File: config.mk
export PLATFORM = sky130hd
export DESIGN_NAME = weight_tile_sequencer
export DESIGN_NICKNAME = d
export VERILOG_FILES = /design/src/rtl/weight_tile_sequencer.sv
export SDC_FILE = /design/constraint.sdc
export NUM_CORES = 1
export LEC_CHECK = 0
export BUFFER_PORTS_ARGS = -buffer_cell sky130_fd_sc_hd__buf_2
export CAP_MARGIN = 20
export CORE_UTILIZATION = 60
export CTS_BUF_LIST = sky130_fd_sc_hd__clkbuf_8
export DETAILED_ROUTE_END_ITERATION = 8
export PLACE_DENSITY = 0.81
export SYNTH_ARGS = -nofsm -noshare
export SYNTH_HDL_FRONTEND = slang
export SYNTH_SLANG_ARGS = --single-unit
File: constraint.sdc
create_clock -name clk -period 4.5 [get_ports clk]
set_clock_uncertainty 0.15 [all_clocks]
set_input_delay 0.45 -clock clk [delete_from_list [all_inputs] [get_ports clk]]
set_output_delay 0.45 -clock clk [all_outputs]
set_load 0.005 [all_outputs]
File: src/rtl/weight_tile_sequencer.sv
// Weight-side tile sequencer: walks (iter_t, iter_i) tiles and drives on/base_addr/num_cols.
// Optional cycle counter on perf_cycles when WTS_PERF_CNT_EN is defined.
module weight_tile_sequencer #(
    parameter int ADDR_WIDTH = 16,
    parameter int ARRAY_M    = 8,
    parameter int DIM_WIDTH  = 16
) (
    input  logic                       clk,
    input  logic                       reset,
    input  logic                       start,
    input  logic                       mode,
    input  logic [DIM_WIDTH-1:0]       depth,
    input  logic [DIM_WIDTH-1:0]       tiles_i,
    input  logic [DIM_WIDTH-1:0]       tiles_t,
    input  logic [DIM_WIDTH-1:0]       total_cols,
    output logic                       busy,
    output logic                       done,
    output logic                       on,
    output logic [ADDR_WIDTH-1:0]      base_addr,
    output logic [$clog2(ARRAY_M):0]   num_cols
`ifdef WTS_PERF_CNT_EN
    ,
    output logic [31:0]                perf_cycles
`endif
);

    localparam int NC = $clog2(ARRAY_M) + 1;
    localparam logic [DIM_WIDTH-1:0] M_DIM = DIM_WIDTH'(ARRAY_M);

    typedef enum logic [1:0] {IDLE, RUN, GAP, FIN} state_t;

    state_t                state_q, state_d;
    logic                  mode_q, mode_d;
    logic [DIM_WIDTH-1:0]  depth_q, depth_d;
    logic [DIM_WIDTH-1:0]  ti_q, ti_d;
    logic [DIM_WIDTH-1:0]  tt_q, tt_d;
    logic [DIM_WIDTH-1:0]  rem_q, rem_d;
    logic [DIM_WIDTH-1:0]  iter_i_q, iter_i_d;
    logic [DIM_WIDTH-1:0]  iter_t_q, iter_t_d;
    logic [DIM_WIDTH-1:0]  cnt_q, cnt_d;
    logic [ADDR_WIDTH-1:0] base_q, base_d;
    logic [NC-1:0]         ncols_q, ncols_d;

    logic [DIM_WIDTH-1:0]  rem_nx;
    logic [DIM_WIDTH-1:0]  gap_len;
    logic                  last_i, last_t;

    function automatic logic [NC-1:0] min_cols(input logic [DIM_WIDTH-1:0] r);
        if (r >= M_DIM) return NC'(ARRAY_M);
        return NC'(r);
    endfunction

    // Remaining columns never underflow; a short final tile just reads 0.
    assign rem_nx  = (rem_q > M_DIM) ? rem_q - M_DIM : '0;
    assign last_i  = (iter_i_q == ti_q - 1'b1);
    assign last_t  = mode_q || (iter_t_q == tt_q - 1'b1);
    assign gap_len = (mode_q && ncols_q != '0) ? DIM_WIDTH'(ncols_q)
                                               : DIM_WIDTH'(1);

    always_comb begin
        state_d  = state_q;
        mode_d   = mode_q;
        depth_d  = depth_q;
        ti_d     = ti_q;
        tt_d     = tt_q;
        rem_d    = rem_q;
        iter_i_d = iter_i_q;
        iter_t_d = iter_t_q;
        cnt_d    = cnt_q;
        base_d   = base_q;
        ncols_d  = ncols_q;
        unique case (state_q)
            IDLE: begin
                if (start) begin
                    mode_d   = mode;
                    depth_d  = depth;
                    ti_d     = tiles_i;
                    tt_d     = tiles_t;
                    rem_d    = total_cols;
                    ncols_d  = min_cols(total_cols);
                    iter_i_d = '0;
                    iter_t_d = '0;
                    cnt_d    = '0;
                    base_d   = '0;
                    if (depth == '0 || tiles_i == '0 ||
                        (!mode && tiles_t == '0))
                        state_d = FIN;
                    else
                        state_d = RUN;
                end
            end
            RUN: begin
                if (cnt_q == depth_q - 1'b1) begin
                    cnt_d   = '0;
                    state_d = GAP;
                end else begin
                    cnt_d = cnt_q + 1'b1;
                end
            end
            GAP: begin
                if (cnt_q == gap_len - 1'b1) begin
                    cnt_d = '0;
                    if (last_i && last_t) begin
                        state_d = FIN;
                    end else begin
                        state_d = RUN;
                        // One running sum covers both inner steps and outer wraps.
                        base_d  = base_q + ADDR_WIDTH'(depth_q);
                        if (last_i) begin
                            iter_i_d = '0;
                            iter_t_d = iter_t_q + 1'b1;
                            rem_d    = rem_nx;
                            ncols_d  = min_cols(rem_nx);
                        end else begin
                            iter_i_d = iter_i_q + 1'b1;
                        end
                    end
                end else begin
                    cnt_d = cnt_q + 1'b1;
                end
            end
            FIN: state_d = IDLE;
            default: state_d = IDLE;
        endcase
    end

    always_ff @(posedge clk or negedge reset) begin
        if (!reset) begin
            state_q  <= IDLE;
            mode_q   <= 1'b0;
            depth_q  <= '0;
            ti_q     <= '0;
            tt_q     <= '0;
            rem_q    <= '0;
            iter_i_q <= '0;
            iter_t_q <= '0;
            cnt_q    <= '0;
            base_q   <= '0;
            ncols_q  <= NC'(ARRAY_M);
            on       <= 1'b0;
            busy     <= 1'b0;
            done     <= 1'b0;
        end else begin
            state_q  <= state_d;
            mode_q   <= mode_d;
            depth_q  <= depth_d;
            ti_q     <= ti_d;
            tt_q     <= tt_d;
            rem_q    <= rem_d;
            iter_i_q <= iter_i_d;
            iter_t_q <= iter_t_d;
            cnt_q    <= cnt_d;
            base_q   <= base_d;
            ncols_q  <= ncols_d;
            on       <= (state_d == RUN);
            busy     <= (state_d == RUN) || (state_d == GAP);
            done     <= (state_d == FIN);
        end
    end

    assign base_addr = base_q;
    assign num_cols  = ncols_q;

`ifdef WTS_PERF_CNT_EN
    always_ff @(posedge clk or negedge reset) begin
        if (!reset)
            perf_cycles <= '0;
        else if (state_q == IDLE && start)
            perf_cycles <= '0;
        else if (state_q != IDLE && perf_cycles != '1)
            perf_cycles <= perf_cycles + 1'b1;
    end
`endif

endmodule
; After elaboration in Yosys (flattened, before gate mapping)
; Cells that the tools add are included.
[word_totals]
out_inout_bits = 23
romBits = 0
word_cells = 104
latch_bits = 0
reg_bits = 138
mem_count = 0
in_bits = 68
ram_bits = 0
[classes]
n_addsub = 9
n_bitwise = 0
n_eq_ne = 14
n_shift = 0
div = 0
mul = 0
magnitude_cmp = 3
reduce_logical = 19
n_mux = 45
[ops]
columns = operator, n
row1 = $mux 16, 16
row2 = $pmux 16 s2, 4
row3 = $eq 16x16->1, 4
row4 = $add 16x1->16 const B, 3
row5 = $logic_not 16->1, 3
row6 = $pmux 16 s3, 1
row7 = $sub 16x1->16 const B, 3
row8 = $mux 4, 9
row9 = $ge 16x4->1 const B, 2
row10 = $add 16x16->16, 1
row11 = $gt 16x4->1 const B, 1
row12 = $sub 16x4->16 const B, 1
row13 = $mux 2, 5
row14 = $eq 2x2->1 const B, 4
row15 = $mux 1, 8
row16 = $ne 2x2->1 const B, 4
row17 = $pmux 2 s4, 1
row18 = $pmux 4 s2, 1
row19 = $reduce_and 5->1, 1
row20 = $sub 4x1->5 const B, 1
row21 = $eq 2x1->1 const B, 2
row22 = $logic_or 1x1->1, 4
row23 = $reduce_and 2->1, 2
row24 = $reduce_and 4->1, 1
row25 = other kinds (6), 8

; Longest topological paths before layout
; Gate-level depths: netlist of run 1.
[logic_depth]
ltp_word = 13
depth_mapped = 14
ltp_nobuf = 13

; Worst setup path before layout of run 1
; OpenSTA, ideal clock, no wires.
[synth_path]
kind = register to register
start = reg depth_q[5]
end = reg busy
period_less_slack_ns = 3.430
t_arrival_ns = 3.167
setup_time_ns = 0.113
t_required_ns = 4.237
stages_incl_launch_ff = 12
path_slack_ns = 1.070
path_buffers = 1
cell_sequence = dfrtp_1 or4_1 or4_1 nor3_1 xnor2_1 nand4_1 o31ai_1 clkbuf_1 a21oi_1 o22a_1 ha_1 inv_1
[synth_via]
elab_chain_len = 6
word_cells_on_any_way = 7
classes_between = add/sub (1) / eq/ne (3) / mux (2) / reduce/logical (1)
[synth_lines]
columns = item, line_no
row1 = "start, declared", 34  ; logic [DIM_WIDTH-1:0] depth_q, depth_d;
row2 = "start signal, assigned", 146  ; depth_q <= depth_d;
row3 = $sub 16x1->16 (*), 93  ; if (cnt_q == depth_q - 1'b1) begin
row4 = $eq 16x16->1 (*), 93
row5 = $mux 2 (*), 93
row6 = $pmux 2 s4 (*), 72  ; unique case (state_q)
row7 = named net state_d[0], 32  ; state_t state_q, state_d;
row8 = $eq 2x1->1 or $eq 2x2->1 (tied branches), 156  ; busy <= (state_d == RUN) || (state_d == GAP);
row9 = $logic_or 1x1->1 (*), 156
row10 = "end signal, assigned", 156
row11 = "end, declared", 16  ; output logic busy,
; The timed path passes the listed nets; every way through them passes the cells marked *.
; A chain may end at the register's enable or synchronous reset.

; Final worst setup path of run 1
[layout_path]
start = reg ti_q[0]
end = reg rem_q[14]
[layout_via]
elab_chain_len = 5
word_cells_on_any_way = 6
classes_between = add/sub (1) / eq/ne (3) / reduce/logical (2)
[layout_lines]
columns = item, line_no
row1 = "start, declared", 35  ; logic [DIM_WIDTH-1:0] ti_q, ti_d;
row2 = "start signal, assigned", 147  ; ti_q <= ti_d;
row3 = $sub 16x1->16 (*), 55  ; assign last_i = (iter_i_q == ti_q - 1'b1);
row4 = $eq 16x16->1 (*), 55
row5 = $logic_and 1x1->1, 103  ; if (last_i && last_t) begin
row6 = $ne 2x2->1 (no source line), --
row7 = $reduce_and 5->1 (no source line) (*), --
row8 = "end signal, assigned", 149  ; rem_q <= rem_d;
row9 = "end, declared", 37  ; logic [DIM_WIDTH-1:0] rem_q, rem_d;
; Mark *: on every way between the ends. The rest lies on a longest branch, timed or not.

==> results of run 1 <==
==> tightest hold or removal path, stage by stage <==
cell	delay, ns
buf_2	0.09
nand2_1	0.06
nand3_1	0.06
==> metal layers <==
| layer | part of all wire, % | GRT usage [%] |
|---|---|---|
| met5 | 0 | 0 |
| met4 | 2.4 | 10.2 |
| met3 | 6.6 | 6.01 |
| met2 | 46 | 48.6 |
| met1 | 45 | 40.9 |
==> state kept, by name, summed over array words and instances (netlist names), 2 cells and up <==
name       cells
iter_t_q      16
cnt_q         16
rem_q         16
num_cols       4
state_q        2
tt_q          16
ti_q          16
iter_i_q      16
base_addr     16
depth_q       16
==> per-stage QoR <==
stage | power [uW] | cell area [um^2] | util (%)
finish | 2350 | 10500 | 68.3
global route | 2420 | 10500 | 68.3
CTS | 2360 | 10500 | 68.3
detailed placement | 1330 | 10100 | 65.6
global placement | 1330 | 10100 | 65.6
floorplan | 1270 | 9520 | -
==> worst min path at each step <==
| stage | endpoint | depth (start not counted) | slack (ns) | start |
|---|---|---|---|---|
| 6_report | rem_q[10] | 3 | 0.08 | total_cols[10] |
| 4_1_cts | rem_q[14] | 3 | 0.06 | total_cols[14] |
| 3_3_place_gp | num_cols[3] | 2 | 0.35 | num_cols[3] |
| 2_1_floorplan | base_addr[0] | 0 | 0.004 | reset |
| 5_1_grt | rem_q[14] | 3 | 0.06 | total_cols[14] |
| 3_5_place_dp | rem_q[0] | 1 | 0.35 | rem_q[0] |
==> power by group <==
group / switching (uW) / total (uW) / internal, uW
Clock: 535 / 1040 / 506
Combinational: 44.3 / 68.9 / 24.7
Sequential: 0 / 1240 / 1240
==> final cells by class <==
| cell class | count | area (um^2) |
|---|---|---|
| tap | 211 | 264 |
| timing repair buffer | 103 | 557 |
| sequential | 138 | 3450 |
| clock buffer | 18 | 248 |
| clock inverter | 14 | 148 |
| inverter | 51 | 191 |
| multi-input combinational | 824 | 5630 |
| fill | 1250 | 4880 |
==> cells by family (layout without fill, tap and decap cells) <==
family | count (synthesis) | after routing | share of synthesized area (%)
AND/OR/NAND/NOR | 406 | 406 | 23.6
adder cells (fa/ha/maj) | 30 | 30 | 4.02
AO/OA/AOI/OAI | 244 | 244 | 16.6
flip-flops | 138 | 138 | 36.3
buffers and inverters | 107 | 186 | 4.61
multiplexers | 68 | 68 | 7.90
XOR/XNOR | 76 | 76 | 6.99
==> cell usage in the layout, fill, tap and decap left out, drive strengths merged, types with 26 or more instances in the layout <==
cell	instances
a21oi	51
buf	102
dfrtp	137
ha	29
inv	50
mux2	54
nand2	76
nand3	45
nand4	26
nor2	66
nor3	40
nor4	34
o21ai	76
xnor2	47
xor2	29
==> repair_timing <==
| action | 4_1_cts | 5_1_grt |
|---|---|---|
| resized for setup | 0 | 0 |
| hold buffers | 1 | 0 |
| hold endpoints to repair | 1 | 0 |
==> impl_metrics.env, run 1 <==
export IMPL_cts_setup_buffers=0
export IMPL_place_congestion=0.920
export IMPL_cp_top_family="simple AND/OR/NAND/NOR gates"
export IMPL_slew_violations=0
export IMPL_cap_violations=0
export IMPL_hp_class="primary input to register"
export IMPL_place_ws_ns=0.470
export IMPL_finalSetupTns_ns=0
export IMPL_die_x_um=128
export IMPL_root_buffer="clkbuf_8"
export IMPL_fin_nets=1233
export IMPL_relSlewSlack_pct=33.0
export IMPL_worstMarginPinSlew_ns=1.00
export IMPL_synthTopCellsByCount="dfrtp_1, nand2_1, o21ai_0"
export IMPL_clk_path_buf_depth=2
export IMPL_yosys_warnings=0
export IMPL_ys_seq_area_share_pct=36.3
export IMPL_grt_pass1_wl_mm=39.1
export IMPL_synth_area_top_cells="dfrtp_1, mux2_2, xnor2_1"
export IMPL_crit_type="register to register"
export IMPL_dp_cells=1326
export IMPL_crit_slowest_cell="a21o_1"
export IMPL_grt_pass1_vias=7909
export IMPL_netlist_area_leader_share_pct=36.0
export IMPL_synth_top_area_cell="dfrtp_1"
export IMPL_layout_area_overhead_vs_synth_pct=10.2
export IMPL_worstSetupEndpointType="register"
export IMPL_syn_area_per_cell_um2=8.91
export IMPL_cp_required_ns=4.73
export IMPL_drt_iter0_drc=680
export IMPL_syn_inst=1069
export IMPL_status="completed"
export IMPL_yosysMostFrequentCell="dfrtp_1"
export IMPL_rows=45
export IMPL_die_h_um=128
export IMPL_synthesis_nets=1167
export IMPL_drc=0
export IMPL_synth_cell_types=81
export IMPL_grt_usage_pct=30.2
export IMPL_dr_pass1_iters=5
export IMPL_worstPathArrival_ns=4.33
export IMPL_cts_buffers=17
export IMPL_powerDensity_nw_per_um2=224
export IMPL_fin_ws_ns=0.399
export IMPL_worstPathCellList="inv_1 -> ha_1 -> or3b_2 -> nor4_1 -> and4_1 -> a211oi_1 -> nand4bb_4 -> nor4_2 -> a21o_1 -> nand2_1 -> o311ai_1"
export IMPL_min_period_ns=4.10
export IMPL_max_stage_delay_ns=0.63
export IMPL_dp_hpwl_mm=17.3
export IMPL_path_clk_slew_ns=0.09
export IMPL_numPortBuffers=90
export IMPL_start_kind="register"
export IMPL_num_vias=8582
export IMPL_rrSetupSlack_ns=0.40
export IMPL_ios=91
export IMPL_grt_antenna_before_repair=0
export IMPL_synth_edf_count=0
export IMPL_avgRoutedWirePerCell_um=17.7
export IMPL_critPathBufInv=1
export IMPL_grt_setup_unrepaired="false"
export IMPL_core_area_um2=15400
export IMPL_stdcell_count=1359
export IMPL_syn_cell_area_um2=9520
export IMPL_endpoint="rem_q[14]"
export IMPL_timing_hold_ws_ns=0.0759
export IMPL_synthArstFlopShare_pct=100
export IMPL_critPathMaxFanout=17
export IMPL_synth_seq_cells=138
export IMPL_ir_drop_mv=0.224
export IMPL_ant_nets=0
export IMPL_htreeDepth=4
export IMPL_max_freq_mhz=244
export IMPL_r2r_start="ti_q[0]"
export IMPL_rr_worst_depth=11
export IMPL_period_share_pct=91.1
export IMPL_cts_sinks=138
export IMPL_p_leak_uw=0.00481
export IMPL_initial_core_util_pct=61.9
export IMPL_drt_wl_total_mm=24.0
export IMPL_synth_top_flop_cell="dfrtp_1"
export IMPL_setup_viol=0
export IMPL_die_area_um2=16400
export IMPL_reg2reg_to="rem_q[14]"
export IMPL_critPathLaunch="ti_q[0]"
export IMPL_vias_per_cell=6.31
export IMPL_grt_ovfl_total=0
export IMPL_final_layout_size_suffix_gt1_share_pct=18.9
export IMPL_cts_tree="done"
export IMPL_hold_viol_final=0
export IMPL_clk_latency_ns=0.47
export IMPL_antenna_cells=0
export IMPL_cp_num_cells=11
export IMPL_grt_max_degree=109
No activity file was read; power rests on OpenSTA's default activity.
==> run 2, diff against run 1 <==
- CORE_MARGIN: not set -> 4
- CORE_UTILIZATION: 60 -> 40
- PLACE_DENSITY: 0.81 -> not set
==> run 2 against run 1 <==
Worst hold slack gained 0.011 ns. Wire length grew 4.0%. Die area grew 61%. Combinational power grew 5.8%. Worst setup slack gained 0.053 ns. Clock power grew 18%. Via count shrank 3.0%. Clock-buffer cell count is the same. Sequential cell count is the same. Highest routed layer unchanged.
==> impl_metrics.env, run 2 (same netlist as run 1, synthesis figures left out) <==
export IMPL_status="completed"
export IMPL_worstPathCellList="or4_4 -> nor4_2 -> mux2_2 -> mux2i_1 -> mux2i_1 -> a41oi_1 -> a21o_1 -> nand2_1 -> o311ai_1"
export IMPL_cts_sinks=138
export IMPL_period_share_pct=90.0
export IMPL_layout_area_overhead_vs_synth_pct=12.7
export IMPL_grt_usage_pct=19.4
export IMPL_final_cell_mix="dfrtp_1, buf_2, nand2_1"
export IMPL_max_stage_delay_ns=0.62
export IMPL_drc=0
export IMPL_grt_ovfl_total=0
export IMPL_worstSetupEndpointType="register"
export IMPL_critPathMaxFanout=17
export IMPL_ant_nets=0
export IMPL_clk_path_buf_depth=2
export IMPL_worstMarginPinSlew_ns=0.762
export IMPL_dp_hpwl_mm=18.3
export IMPL_crit_type="register to register"
export IMPL_min_period_ns=4.05
export IMPL_grt_max_degree=111
export IMPL_crit_top_cell="mux2i_1"
export IMPL_grt_pass1_wl_mm=41.9
export IMPL_relSlewSlack_pct=49.2
export IMPL_antenna_cells=0
export IMPL_setup_viol=0
export IMPL_die_x_um=162
export IMPL_stdcell_count=1467
export IMPL_num_vias=8324
export IMPL_hold_viol_final=0
export IMPL_fin_area_um2=10700
export IMPL_fin_util_pct=45.7
export IMPL_dp_cells=1432
export IMPL_rows=56
export IMPL_numPortBuffers=90
export IMPL_slew_violations=0
export IMPL_start_kind="register"
export IMPL_crit_slowest_cell="a21o_1"
export IMPL_htreeDepth=4
export IMPL_cp_required_ns=4.70
export IMPL_powerDensity_nw_per_um2=237
export IMPL_fillers=2272
export IMPL_fin_nets=1233
export IMPL_cts_tree="done"
export IMPL_grt_pass1_vias=8091
export IMPL_place_congestion=0.847
export IMPL_drt_wl_total_mm=25.0
export IMPL_grt_antenna_before_repair=0
export IMPL_mostFrequentLayoutCell="dfrtp_1"
export IMPL_root_buffer="clkbuf_8"
export IMPL_cts_setup_buffers=0
export IMPL_max_freq_mhz=247
export IMPL_ir_drop_mv=0.148
export IMPL_cts_buffers=17
export IMPL_p_leak_uw=0.00487
export IMPL_initial_core_util_pct=40.6
export IMPL_grt_setup_unrepaired="false"
export IMPL_worstPathArrival_ns=4.25
export IMPL_core_area_um2=23500
export IMPL_final_layout_size_suffix_gt1_share_pct=18.9
export IMPL_finalSetupTns_ns=0
export IMPL_dr_pass1_iters=5
export IMPL_die_h_um=162
export IMPL_place_area_um2=10200
export IMPL_hp_class="primary input to register"
export IMPL_fin_ws_ns=0.452
export IMPL_ios=91
export IMPL_avgRoutedWirePerCell_um=17.0
export IMPL_path_clk_slew_ns=0.08
export IMPL_cap_violations=0
export IMPL_die_area_um2=26300
export IMPL_drt_iter0_drc=530
export IMPL_clk_latency_ns=0.46
export IMPL_vias_per_cell=5.67
export IMPL_place_ws_ns=0.459
==> run 2: cell types whose count changed in the layout (fill, tap and decap cells not counted), sizes merged <==
cell      previous run  this run
clkinvlp             5         2
bufinv               2         6
inv                 50        49
==> run 2: critical path, delay by kind of cell, from the launching register on <==
kind / cells / cell delay, ns
multiplexers: 3 / 0.61
flip-flops: 1 / 0.47
AND/OR/NAND/NOR: 3 / 1.32
AO/OA/AOI/OAI: 3 / 1.39
==> run 2: repair_timing <==
item | CTS | global route
hold endpoints to repair | 0 | 30
hold buffers | 0 | 1
endpoints found under the setup margin | 0 | 0
resized for setup | 0 | 0
==> run 2: final timing paths <==
kind                             start           to  slack, ns  cells after the start
max reg2reg                    tt_q[4]    rem_q[14]       0.45                      9
min                        tiles_i[10]     ti_q[10]       0.09                      2
min reg2reg                   rem_q[0]     rem_q[0]       0.37                      1
max                            tt_q[4]    rem_q[14]       0.45                      9
max in group asynchronous        reset  num_cols[3]       3.16                      3
min in group asynchronous        reset     rem_q[7]       0.29                      2
==> run 2: final cells by class <==
cell class | instances | area [um^2] | area share [%]
Multi-Input combinational cell | 824 | 5630 | 52.5
Sequential cell | 138 | 3450 | 32.2
Timing Repair Buffer | 103 | 577 | 5.38
Tap cell | 319 | 399 | 3.72
Clock buffer | 18 | 248 | 2.31
Clock inverter | 14 | 225 | 2.10
Inverter | 51 | 191 | 1.78
==> run 2: stage by stage <==
stage	hold slack (ns)	power [uW]
after floorplan	0.00441	1270
after global placement	0.350	1330
after detailed placement	0.354	1340
after CTS	0.0374	2580
after global routing	0.0578	2640
final	0.0869	2540
==> run 2: report_power, final <==
group	total, uW	internal (uW)	switching [uW]
clock	1230	724	505
sequential	1240	1240	0
combinational	72.9	27.2	45.7
==> run 2: routing by layer <==
layer	up-vias	global-route usage, %	part of all wire (%)
met5	-	0	0
met4	0	4.31	0.94
met3	24	3.70	4.2
met2	172	31.1	46
met1	4040	27.4	49
li1	4088	-	-
==> run 3, diff against run 2 <==
- PLACE_DENSITY: not set -> 0.64
- clock period: 4.5 -> 4.4 ns (I/O delays scaled with it)
==> run 3 against run 2 <==
Sequential share of layout area rose by 0.060 points. Clock power fell by 4%. Clock-buffer cell count did not move. Critical endpoint is now iter_i_q[3].
==> impl_metrics.env, run 3 (same netlist as run 1, synthesis figures left out) <==
export IMPL_rr_worst_depth=12
export IMPL_cp_required_ns=4.66
export IMPL_final_cell_mix="dfrtp_1, buf_2, nand2_1"
export IMPL_worstHoldStart="tiles_i[11]"
export IMPL_grt_usage_pct=19.2
export IMPL_powerDensity_nw_per_um2=235
export IMPL_ant_nets=0
export IMPL_final_layout_size_suffix_gt1_share_pct=19.0
export IMPL_worstPathArrival_ns=4.16
export IMPL_period_share_pct=88.8
export IMPL_core_area_um2=23500
export IMPL_grt_pass1_wl_mm=41.4
export IMPL_slew_violations=0
export IMPL_numPortBuffers=90
export IMPL_worstSetupEndpointType="register"
export IMPL_setup_viol=0
export IMPL_grt_max_degree=89
export IMPL_ios=91
export IMPL_die_x_um=162
export IMPL_start_kind="register"
export IMPL_root_buffer="clkbuf_8"
export IMPL_grt_antenna_before_repair=0
export IMPL_reg2reg_to="iter_i_q[3]"
export IMPL_clk_latency_ns=0.47
export IMPL_grt_setup_unrepaired="false"
export IMPL_use_met2_pct=30.3
export IMPL_min_period_ns=3.91
export IMPL_finalSetupTns_ns=0
export IMPL_grt_ovfl_total=0
export IMPL_critPathMaxFanout=11
export IMPL_mostFrequentLayoutCell="dfrtp_1"
export IMPL_hold_path_depth=2
export IMPL_num_vias=8398
export IMPL_hp_class="primary input to register"
export IMPL_place_congestion=0.860
export IMPL_grt_use_met1_pct=26.7
export IMPL_antenna_cells=0
export IMPL_layout_area_overhead_vs_synth_pct=12.5
export IMPL_grt_busiest_layer="met2"
export IMPL_dr_pass1_iters=5
export IMPL_die_area_um2=26300
export IMPL_drt_wl_total_mm=24.9
export IMPL_cts_setup_buffers=0
export IMPL_hold_end="ti_q[11]"
export IMPL_rrSetupSlack_ns=0.49
export IMPL_grt_pass1_vias=8120
export IMPL_max_freq_mhz=256
export IMPL_clk_path_buf_depth=2
export IMPL_drc=0
export IMPL_worstMarginPinSlew_ns=0.850
export IMPL_die_h_um=162
export IMPL_place_ws_ns=0.328
export IMPL_avgRoutedWirePerCell_um=16.9
export IMPL_vias_per_cell=5.71
export IMPL_r2r_start="tt_q[0]"
export IMPL_htreeDepth=4
export IMPL_cts_tree="done"
export IMPL_dp_hpwl_mm=18.4
export IMPL_grt_use_met3_pct=4.06
export IMPL_cts_sinks=138
export IMPL_crit_type="register to register"
export IMPL_drt_iter0_drc=697
export IMPL_timing_hold_ws_ns=0.0667
export IMPL_rows=56
export IMPL_path_clk_slew_ns=0.09
export IMPL_p_leak_uw=0.00486
export IMPL_hold_viol_final=0
export IMPL_initial_core_util_pct=40.6
export IMPL_fin_ws_ns=0.494
export IMPL_cap_violations=0
export IMPL_ir_drop_mv=0.136
export IMPL_status="completed"
export IMPL_cts_buffers=17
export IMPL_fin_nets=1236
export IMPL_relSlewSlack_pct=43.3
-- run 3: layout make-up --
type                            instances  area [um^2]
Timing Repair Buffer                  106          579
Tap cell                              319          399
Clock inverter                         14          195
Sequential cell                       138         3450
Multi-Input combinational cell        824         5640
Fill cell                            2280        12800
Inverter                               51          191
Clock buffer                           18          248
-- run 3: critical path, stage by stage, from the launching register on --
cell     delay, ns
dfrtp_1       0.45
inv_1         0.09
ha_1          0.20
or3b_2        0.53
nor3_4        0.33
xor2_1        0.11
o221a_2       0.27
o21ai_0       0.21
a41oi_1       0.33
a21o_1        0.36
buf_4         0.22
or4_1         0.51
nand2_1       0.08
-- run 3: stage by stage --
| stage | power, uW | utilization (%) | cell area, um^2 | cells |
|---|---|---|---|---|
| final | 2520 | 45.6 | 10700 | 1470 |
| after global routing | 2620 | 45.6 | 10700 | 1470 |
| after CTS | 2550 | 45.6 | 10700 | 1470 |
| after detailed placement | 1370 | 43.7 | 10200 | 1437 |
| after global placement | 1370 | 43.7 | 10200 | 1437 |
| after floorplan | 1300 | - | 9520 | 1069 |
-- run 3: routing by layer --
layer  vias to the layer above  wire length (um)
met2                       203             11400
met3                        25              1420
met1                      4072             11700
met5                         -                 0
met4                         0               327
li1                       4098                 -
-- run 3: power breakdown --
part	internal (uW)	switching, uW	leakage [uW]	total, uW
clock network	635	546	0.000217	1180
logic	25.9	47.3	0.00285	73.2
registers	1270	0	0.00180	1270
total	1930	594	0.00486	2520
-- run 3: worst max-delay path by stage --
stage	start	end	slack, ns	depth (start not counted)
5_1_grt	tt_q[0]	iter_i_q[3]	0.24	12
6_report	tt_q[0]	iter_i_q[3]	0.49	12
4_1_cts	tt_q[0]	iter_i_q[4]	0.30	12
3_5_place_dp	tt_q[0]	iter_i_q[4]	0.33	12
2_1_floorplan	depth_q[5]	busy	0.97	11
3_3_place_gp	tt_q[0]	iter_i_q[4]	0.49	12
-- run 3: repair_timing --
action / CTS / global route
gates resized for setup: 0 / 1
hold buffers: 1 / 0
setup endpoints to repair: 0 / 1
hold endpoints to repair: 85 / 0
